`src/rtl/scramble_sequencer_pkg.sv`:
```
// Shared constants and types for the cube scramble sequencer: move-code fields,
// FSM state encoding and the 16-bit Galois LFSR step function.
package scramble_pkg;

    localparam logic [2:0] FACE_U = 3'd0;
    localparam logic [2:0] FACE_D = 3'd1;
    localparam logic [2:0] FACE_F = 3'd2;
    localparam logic [2:0] FACE_B = 3'd3;
    localparam logic [2:0] FACE_L = 3'd4;
    localparam logic [2:0] FACE_R = 3'd5;

    localparam logic DIR_CW  = 1'b0;
    localparam logic DIR_CCW = 1'b1;

    localparam logic [3:0] NUM_MOVE_CODES = 4'd12;
    localparam logic [3:0] MOVE_NONE      = 4'hF;

    localparam logic [15:0] LFSR_TAPS = 16'hB400;

    typedef enum logic [1:0] {
        IDLE      = 2'd0,
        WAIT_TICK = 2'd1,
        PICK      = 2'd2,
        ISSUE     = 2'd3
    } state_e;

    function automatic logic [15:0] lfsr_next(input logic [15:0] v);
        return (v >> 1) ^ (v[0] ? LFSR_TAPS : 16'h0000);
    endfunction

    function automatic logic [3:0] move_inverse(input logic [3:0] m);
        return m ^ 4'h1;
    endfunction

endpackage

```
`src/rtl/scramble_sequencer_lfsr16.sv`:
```
// Free-running 16-bit Galois LFSR; an all-zero seed is replaced by 1 so the
// register can never lock up.
module lfsr16
    import scramble_pkg::*;
(
    input  logic        clk,
    input  logic        rst_n,
    input  logic [15:0] seed,
    output logic [15:0] q
);

    logic [15:0] q_d;
    logic [15:0] q_q;

    always_comb begin
        q_d = lfsr_next(q_q);
    end

    always_ff @(posedge clk or negedge rst_n) begin
        if (!rst_n) begin
            q_q <= (seed == 16'h0000) ? 16'h0001 : seed;
        end else begin
            q_q <= q_d;
        end
    end

    assign q = q_q;

endmodule

```
`src/rtl/scramble_sequencer.sv`:
```
// Shares the cube-state move port between user moves and an LFSR scrambler.
// Define SCRAMBLE_UNDO_FILTER_EN to forbid a scramble move directly undoing the previous one.
module scramble_sequencer
    import scramble_pkg::*;
#(
    parameter int unsigned  NUM_MOVES = 20,
    parameter logic [15:0]  LFSR_SEED = 16'hACE1
) (
    input  logic       clk,
    input  logic       rst_n,
    input  logic       tick,
    input  logic       start,
    input  logic       user_move_valid,
    input  logic [3:0] user_move,
    output logic       user_move_ready,
    output logic       move_valid,
    output logic [3:0] move,
    input  logic       move_ready,
    output logic       busy,
    output logic       done,
    output logic [7:0] count
);

`ifdef SCRAMBLE_UNDO_FILTER_EN
    localparam logic UNDO_FILTER = 1'b1;
`else
    localparam logic UNDO_FILTER = 1'b0;
`endif

    localparam logic [7:0] LAST_COUNT = 8'(NUM_MOVES);

    logic [15:0] lfsr;
    logic        lfsr_unused;
    logic [3:0]  cand;
    logic        accept;

    state_e      state_d, state_q;
    logic [3:0]  move_d, move_q;
    logic [3:0]  last_d, last_q;
    logic [7:0]  count_d, count_q;
    logic        busy_d, busy_q;
    logic        done_d, done_q;

    lfsr16 u_lfsr (
        .clk   (clk),
        .rst_n (rst_n),
        .seed  (LFSR_SEED),
        .q     (lfsr)
    );

    assign cand        = lfsr[3:0];
    assign lfsr_unused = ^lfsr[15:4];
    // last_q == MOVE_NONE makes the inverse 4'hE, which is never a legal candidate
    assign accept      = (cand < NUM_MOVE_CODES) &&
                         (!UNDO_FILTER || (cand != move_inverse(last_q)));

    always_comb begin
        state_d = state_q;
        move_d  = move_q;
        last_d  = last_q;
        count_d = count_q;
        done_d  = 1'b0;
        case (state_q)
            IDLE: begin
                if (start) begin
                    state_d = WAIT_TICK;
                    count_d = 8'd0;
                    last_d  = MOVE_NONE;
                end
            end
            WAIT_TICK: begin
                if (tick) begin
                    state_d = PICK;
                end
            end
            PICK: begin
                if (accept) begin
                    move_d  = cand;
                    state_d = ISSUE;
                end
            end
            ISSUE: begin
                if (move_ready) begin
                    last_d  = move_q;
                    count_d = (count_q == LAST_COUNT) ? count_q : count_q + 8'd1;
                    if (count_q + 8'd1 == LAST_COUNT) begin
                        done_d  = 1'b1;
                        state_d = IDLE;
                    end else begin
                        state_d = WAIT_TICK;
                    end
                end
            end
            default: state_d = IDLE;
        endcase
        busy_d = (state_d != IDLE);
    end

    always_ff @(posedge clk or negedge rst_n) begin
        if (!rst_n) begin
            state_q <= IDLE;
            move_q  <= MOVE_NONE;
            last_q  <= MOVE_NONE;
            count_q <= 8'd0;
            busy_q  <= 1'b0;
            done_q  <= 1'b0;
        end else begin
            state_q <= state_d;
            move_q  <= move_d;
            last_q  <= last_d;
            count_q <= count_d;
            busy_q  <= busy_d;
            done_q  <= done_d;
        end
    end

    // Idle passthrough is combinational so user moves see no extra latency
    assign move_valid      = (state_q == IDLE) ? user_move_valid : (state_q == ISSUE);
    assign move            = (state_q == IDLE) ? user_move : move_q;
    assign user_move_ready = (state_q == IDLE) && move_ready;
    assign busy            = busy_q;
    assign done            = done_q;
    assign count           = count_q;

endmodule

```
`config.mk`:
```
export PLATFORM = sky130hd
export DESIGN_NAME = scramble_sequencer
export DESIGN_NICKNAME = d
export VERILOG_FILES = /design/src/rtl/scramble_sequencer_pkg.sv /design/src/rtl/scramble_sequencer_lfsr16.sv /design/src/rtl/scramble_sequencer.sv
export SDC_FILE = /design/constraint.sdc
export NUM_CORES = 1
export LEC_CHECK = 0
export CORE_MARGIN = 2
export CORE_UTILIZATION = 54
export CTS_BUF_LIST = sky130_fd_sc_hd__clkbuf_16
export DETAILED_ROUTE_END_ITERATION = 10
export GPL_TIMING_DRIVEN = 0
export PLACE_DENSITY = 0.82
export SYNTH_ARGS = -nofsm -noshare
export SYNTH_HDL_FRONTEND = slang
export SYNTH_SLANG_ARGS = --single-unit
export TNS_END_PERCENT = 30
```
`constraint.sdc`:
```
create_clock -name clk -period 4.8 [get_ports clk]
set_input_delay 0.72 -clock clk [delete_from_list [all_inputs] [get_ports clk]]
set_output_delay 0.72 -clock clk [all_outputs]
set_load 0.005 [all_outputs]
```
# --- Word level (Yosys, flattened, before mapping) ---
# Index checks and enable logic that the tools add are counted.
totals:
  rom_bits: 0
  mem_bits_rw: 0
  latchBits: 0
  in_bits: 10
  elab_cells: 39
  n_memories: 0
  reg_bits: 32
  out_inout_bits: 16
op_classes:
  n_reduce_logical: 6
  eq_ne: 8
  n_bitwise: 1
  n_div: 0
  mul: 0
  order_cmp: 1
  addsub: 1
  n_shift: 0
  n_mux: 16
op_table:
  columns: ["cell", "count"]
  rows:
  - ["$mux 8", 3]
  - ["$eq 8x5->1 const B", 2]
  - ["$mux 16", 1]
  - ["$pmux 8 s2", 1]
  - ["$xor 15x16->16", 1]
  - ["$add 8x1->8 const B", 1]
  - ["$mux 2", 4]
  - ["$pmux 2 s4", 1]
  - ["$ne 2x2->1 const B", 3]
  - ["$mux 1", 5]
  - ["$eq 2x2->1 const B", 2]
  - ["$lt 4x4->1 const B", 1]
  - ["$mux 4", 1]
  - ["$reduce_and 4->1", 1]
  - ["$reduce_bool 2->1", 2]
  - ["$eq 2x1->1 const B", 1]
  - ["$logic_not 2->1", 1]
  - ["$reduce_and 2->1", 1]
  - ["$logic_and 1x1->1", 1]

# --- Logic depth before layout (Yosys ltp) ---
depth:
  word_depth: 6
  depth_mapped: 8
  mapped_depth_nobuf: 7

# --- Least setup slack after synthesis ---
# OpenSTA, ideal clock, no wires.
synth_path:
  path_type: "reg2out"
  from: "reg state_q[1]"
  to: "out move[0]"
  setup_slack_ns: 2.923
  t_required_ns: 4.080
  path_buffers: 1
  arrival_time_ns: 1.157
  stages_incl_launch_ff: 4
  path_cell_list: "dfrtp_1 > buf_4 > nor2_2 > mux2_2"
synth_via:
  elab_chain_len: 2
synth_lines:
  columns: ["element", "line_no", "rtl"]
  rows:
  - ["start: declaration", "scramble_sequencer.sv:37", "state_e state_d, state_q;"]
  - ["start signal: assignment", "scramble_sequencer.sv:108", "state_q <= state_d;"]
  - ["$logic_not 2->1", null, null]
  - ["$mux 4", "scramble_sequencer.sv:119", "assign move = (state_q == IDLE) ? user_move : move_q;"]
  - ["end: declaration", "scramble_sequencer.sv:17", "output logic [3:0] move,"]
# No other way between the ends.

# --- Worst setup path after layout ---
layout_path:
  from: "reg state_q[1]"
  to: "out move[1]"
# Same word-level chain as after synthesis.

==> flow_summary.yaml <==
worst_setup_path:
  cp_slowest_cell: "clkdlybuf4s50_1"
  path_max_fanout: 9
  cp.required_ps: 4080
  regToRegSetupSlack_ps: 2980
  cp_num_buf_inv: 2
  crit_path_start_kind: "flop"
  cpLargestDelayFamily: "buffers and inverters"
  max_stage_delay_ps: 450
  cp-end-kind: "output port"
  cp_cell_sequence: "buf_4, nor2_2, mux2_2, clkdlybuf4s50_1"
  cp.arrival_ps: 2030
  worstSetupPathType: "reg -> out"
route:
  ant_nets: 0
  vias_per_cell: 5.39
  drtIter0Drc: 22
  wire_per_inst_um: 14.3
  drc: 0
  vias: 1003
  drt_wl_total_um: 2670
  dr.pass1.iters: 4
timing:
  tightest_slew_ps: 665
  rsz0062_at_grt: "no"
  timing.fmax_ghz: 0.364
  post-route-period-util: 0.572
  maxSlewHeadroom: 0.556
  skew_ps: 3.56
  fin_tns_setup_ps: 0
  layout_min_cycle_time_ps: 2750
  slew_violations: 0
  hold_viol_final: 0
  finalSetupViolations: 0
  fin_ws_ps: 2050
global_route:
  overflow: 0
  first_global_vias: 947
  grt_pass1_wl_um: 4260
  grt_util_all_layers: 0.209
  grt_max_degree: 33
  grt_antenna_before_repair: 0
cts:
  cts_tree: "done"
  cts_buffers: 5
  root_buffer: "clkbuf_16"
  hold_buffers: 0
  clk_latency_ps: 270
  htreeDepth: 2
  path_clk_slew_ps: 50
  clock_path_buffers: 2
  post_cts_buffers: 0
  clock_sinks: 32
  cts_resized: 0
final_layout:
  nFillCells: 164
  final_cell_mix: "24 x clkdlybuf4s50_1, 20 x dfrtp_1, 13 x nor2_1, 12 x dfstp_2, 11 x nand2_1"
  layout-drive-gt1-share: 0.212
  postLayoutCoreUtil: 0.738
  layoutNonFillerInstCount: 186
  final_common_cell: "clkdlybuf4s50_1"
  multi_input_area_um2: 523
  area_growth_pct: 30.1
  layout.nets: 168
  antenna_cells: 0
  regArea_um2: 816
floorplanning:
  num_rows: 18
  ios: 26
  die_area_um2: 3000
  core_area_um2: 2450
  die_h_um: 54.8
  die_x_um: 54.8
  start_util: 0.567
logic_synthesis:
  seq_area_frac_synth: 0.586
  syn-cell-area_um2: 1390
  synth_top_area_frac: 0.359
  synth_nets: 136
  yosys-top-cells-area: "dfrtp_1 36%, dfstp_2 23%, mux2_2 4.9%, nand3_1 3.6%, nor2_1 3.5%"
  ys_seq_elements: 32
  synth_top_area_cell: "dfrtp_1"
  ys_types: 33
  yosys_warnings: 0
  avgSynthCellArea_um2: 11.3
  synth_cells: 123
worst_hold_path:
  min_path_type: "reg -> reg"
power:
  p_per_area_nw_per_um2: 484
  cellLeakagePower_nw: 0.814
  ir_drop_mv: 0.372
placed_design:
  io_buffers: 25
  dp.cells: 178
  dp_hpwl_um: 1840
  gp_congestion: 0.809
  dp_slack_ps: 2200
outcome:
  outcome: "completed"
flow_run:
  maxCapViolCount: 0
## synthesized netlist by cell type
| cell type | instances |
|---|---|
| and4_1 | 1 |
| dfstp_2 | 12 |
| o21ai_1 | 6 |
| nor3_1 | 1 |
| o221a_2 | 1 |
| or3_1 | 1 |
| o22ai_1 | 1 |
| nand2_1 | 11 |
| dfrtp_1 | 20 |
| and3_1 | 2 |
| o21ai_2 | 1 |
| nand4b_1 | 1 |
| or4_1 | 1 |
| o31ai_1 | 1 |
| nand3_1 | 10 |
| nand2b_1 | 2 |
| xnor2_1 | 2 |
| buf_6 | 2 |
| nor2_2 | 1 |
| and2_1 | 3 |
| mux2_2 | 6 |
| mux2i_1 | 1 |
| buf_2 | 1 |
| o21ai_0 | 5 |
| buf_4 | 2 |
| nor2_1 | 13 |
| a21oi_1 | 2 |
| a21boi_0 | 1 |
| a21boi_4 | 1 |
| ha_1 | 3 |
| xor2_1 | 3 |
| a31oi_1 | 2 |
| inv_1 | 3 |
## per-stage QoR
step | instance area, µm² | hold slack [ps] | total power, W
2_1_floorplan | 1390 | 331 | 0.000487
3_3_place_gp | 1680 | 338 | 0.000588
3_5_place_dp | 1680 | 337 | 0.000596
4_1_cts | 1820 | 347 | 0.000887
5_1_grt | 1810 | 354 | 0.000925
6_report | 1810 | 343 | 0.000877
## routing by layer
layer	up-vias	track usage	part of all wire
li1	487	-	-
met3	5	0.0492	0.041
met2	23	0.329	0.51
met5	-	0	0
met4	0	0.100	0.013
met1	488	0.271	0.43
## layout make-up
type	count	share of cell area
multi-input cells	83	0.289
clock buffers	5	0.0691
clock inverters	3	0.00622
repair buffers	25	0.135
plain buffers	5	0.0235
well taps	30	0.0207
inverters	3	0.00622
flip-flops and latches	32	0.450
## path summary, 6_finish.rpt
kind | startpoint | to | cells after the start
max | state_q[1] | move[1] | 4
min | u_lfsr.q[4] | u_lfsr.q[3] | 0
max reg2reg | count[0] | busy | 7
min reg2reg | u_lfsr.q[4] | u_lfsr.q[3] | 0
max in group asynchronous | rst_n | count[2] | 1
min in group asynchronous | rst_n | count[5] | 1
## state kept, by name (all words and copies together), names as in the netlist
register,count
done,1
busy,1
state_q,2
u_lfsr.q,16
count,8
move_q,4
## worst register-to-register path: cells and delay by family, from the launching register on
kind,cells,cell delay [ps]
flip-flops,1,440
AO/OA/AOI/OAI,2,350
AND/OR/NAND/NOR,2,320
adder cells (fa/ha/maj),1,280
buffers and inverters,1,150
multiplexers,1,130
## cells by family (layout without fill, tap and decap cells)
| logic type | after synthesis | count (layout) | synth area share |
|---|---|---|---|
| DFF | 32 | 32 | 0.586 |
| xor gates and xnor gates | 5 | 5 | 0.0315 |
| AOI/OAI and AO/OA | 21 | 21 | 0.0988 |
| adders and majority gates | 3 | 3 | 0.0270 |
| buffers and inverters | 8 | 41 | 0.0386 |
| muxes | 7 | 7 | 0.0557 |
| and+or+nand+nor | 47 | 47 | 0.163 |
## report_power, final
| group | total [W] | internal, W | switching (W) |
|---|---|---|---|
| sequential | 0.000330 | 0.000304 | 0.0000256 |
| clock | 0.000287 | 0.000186 | 0.000101 |
| combinational | 0.000260 | 0.000136 | 0.000124 |
Note: power is estimated with default switching activity, not from simulation.
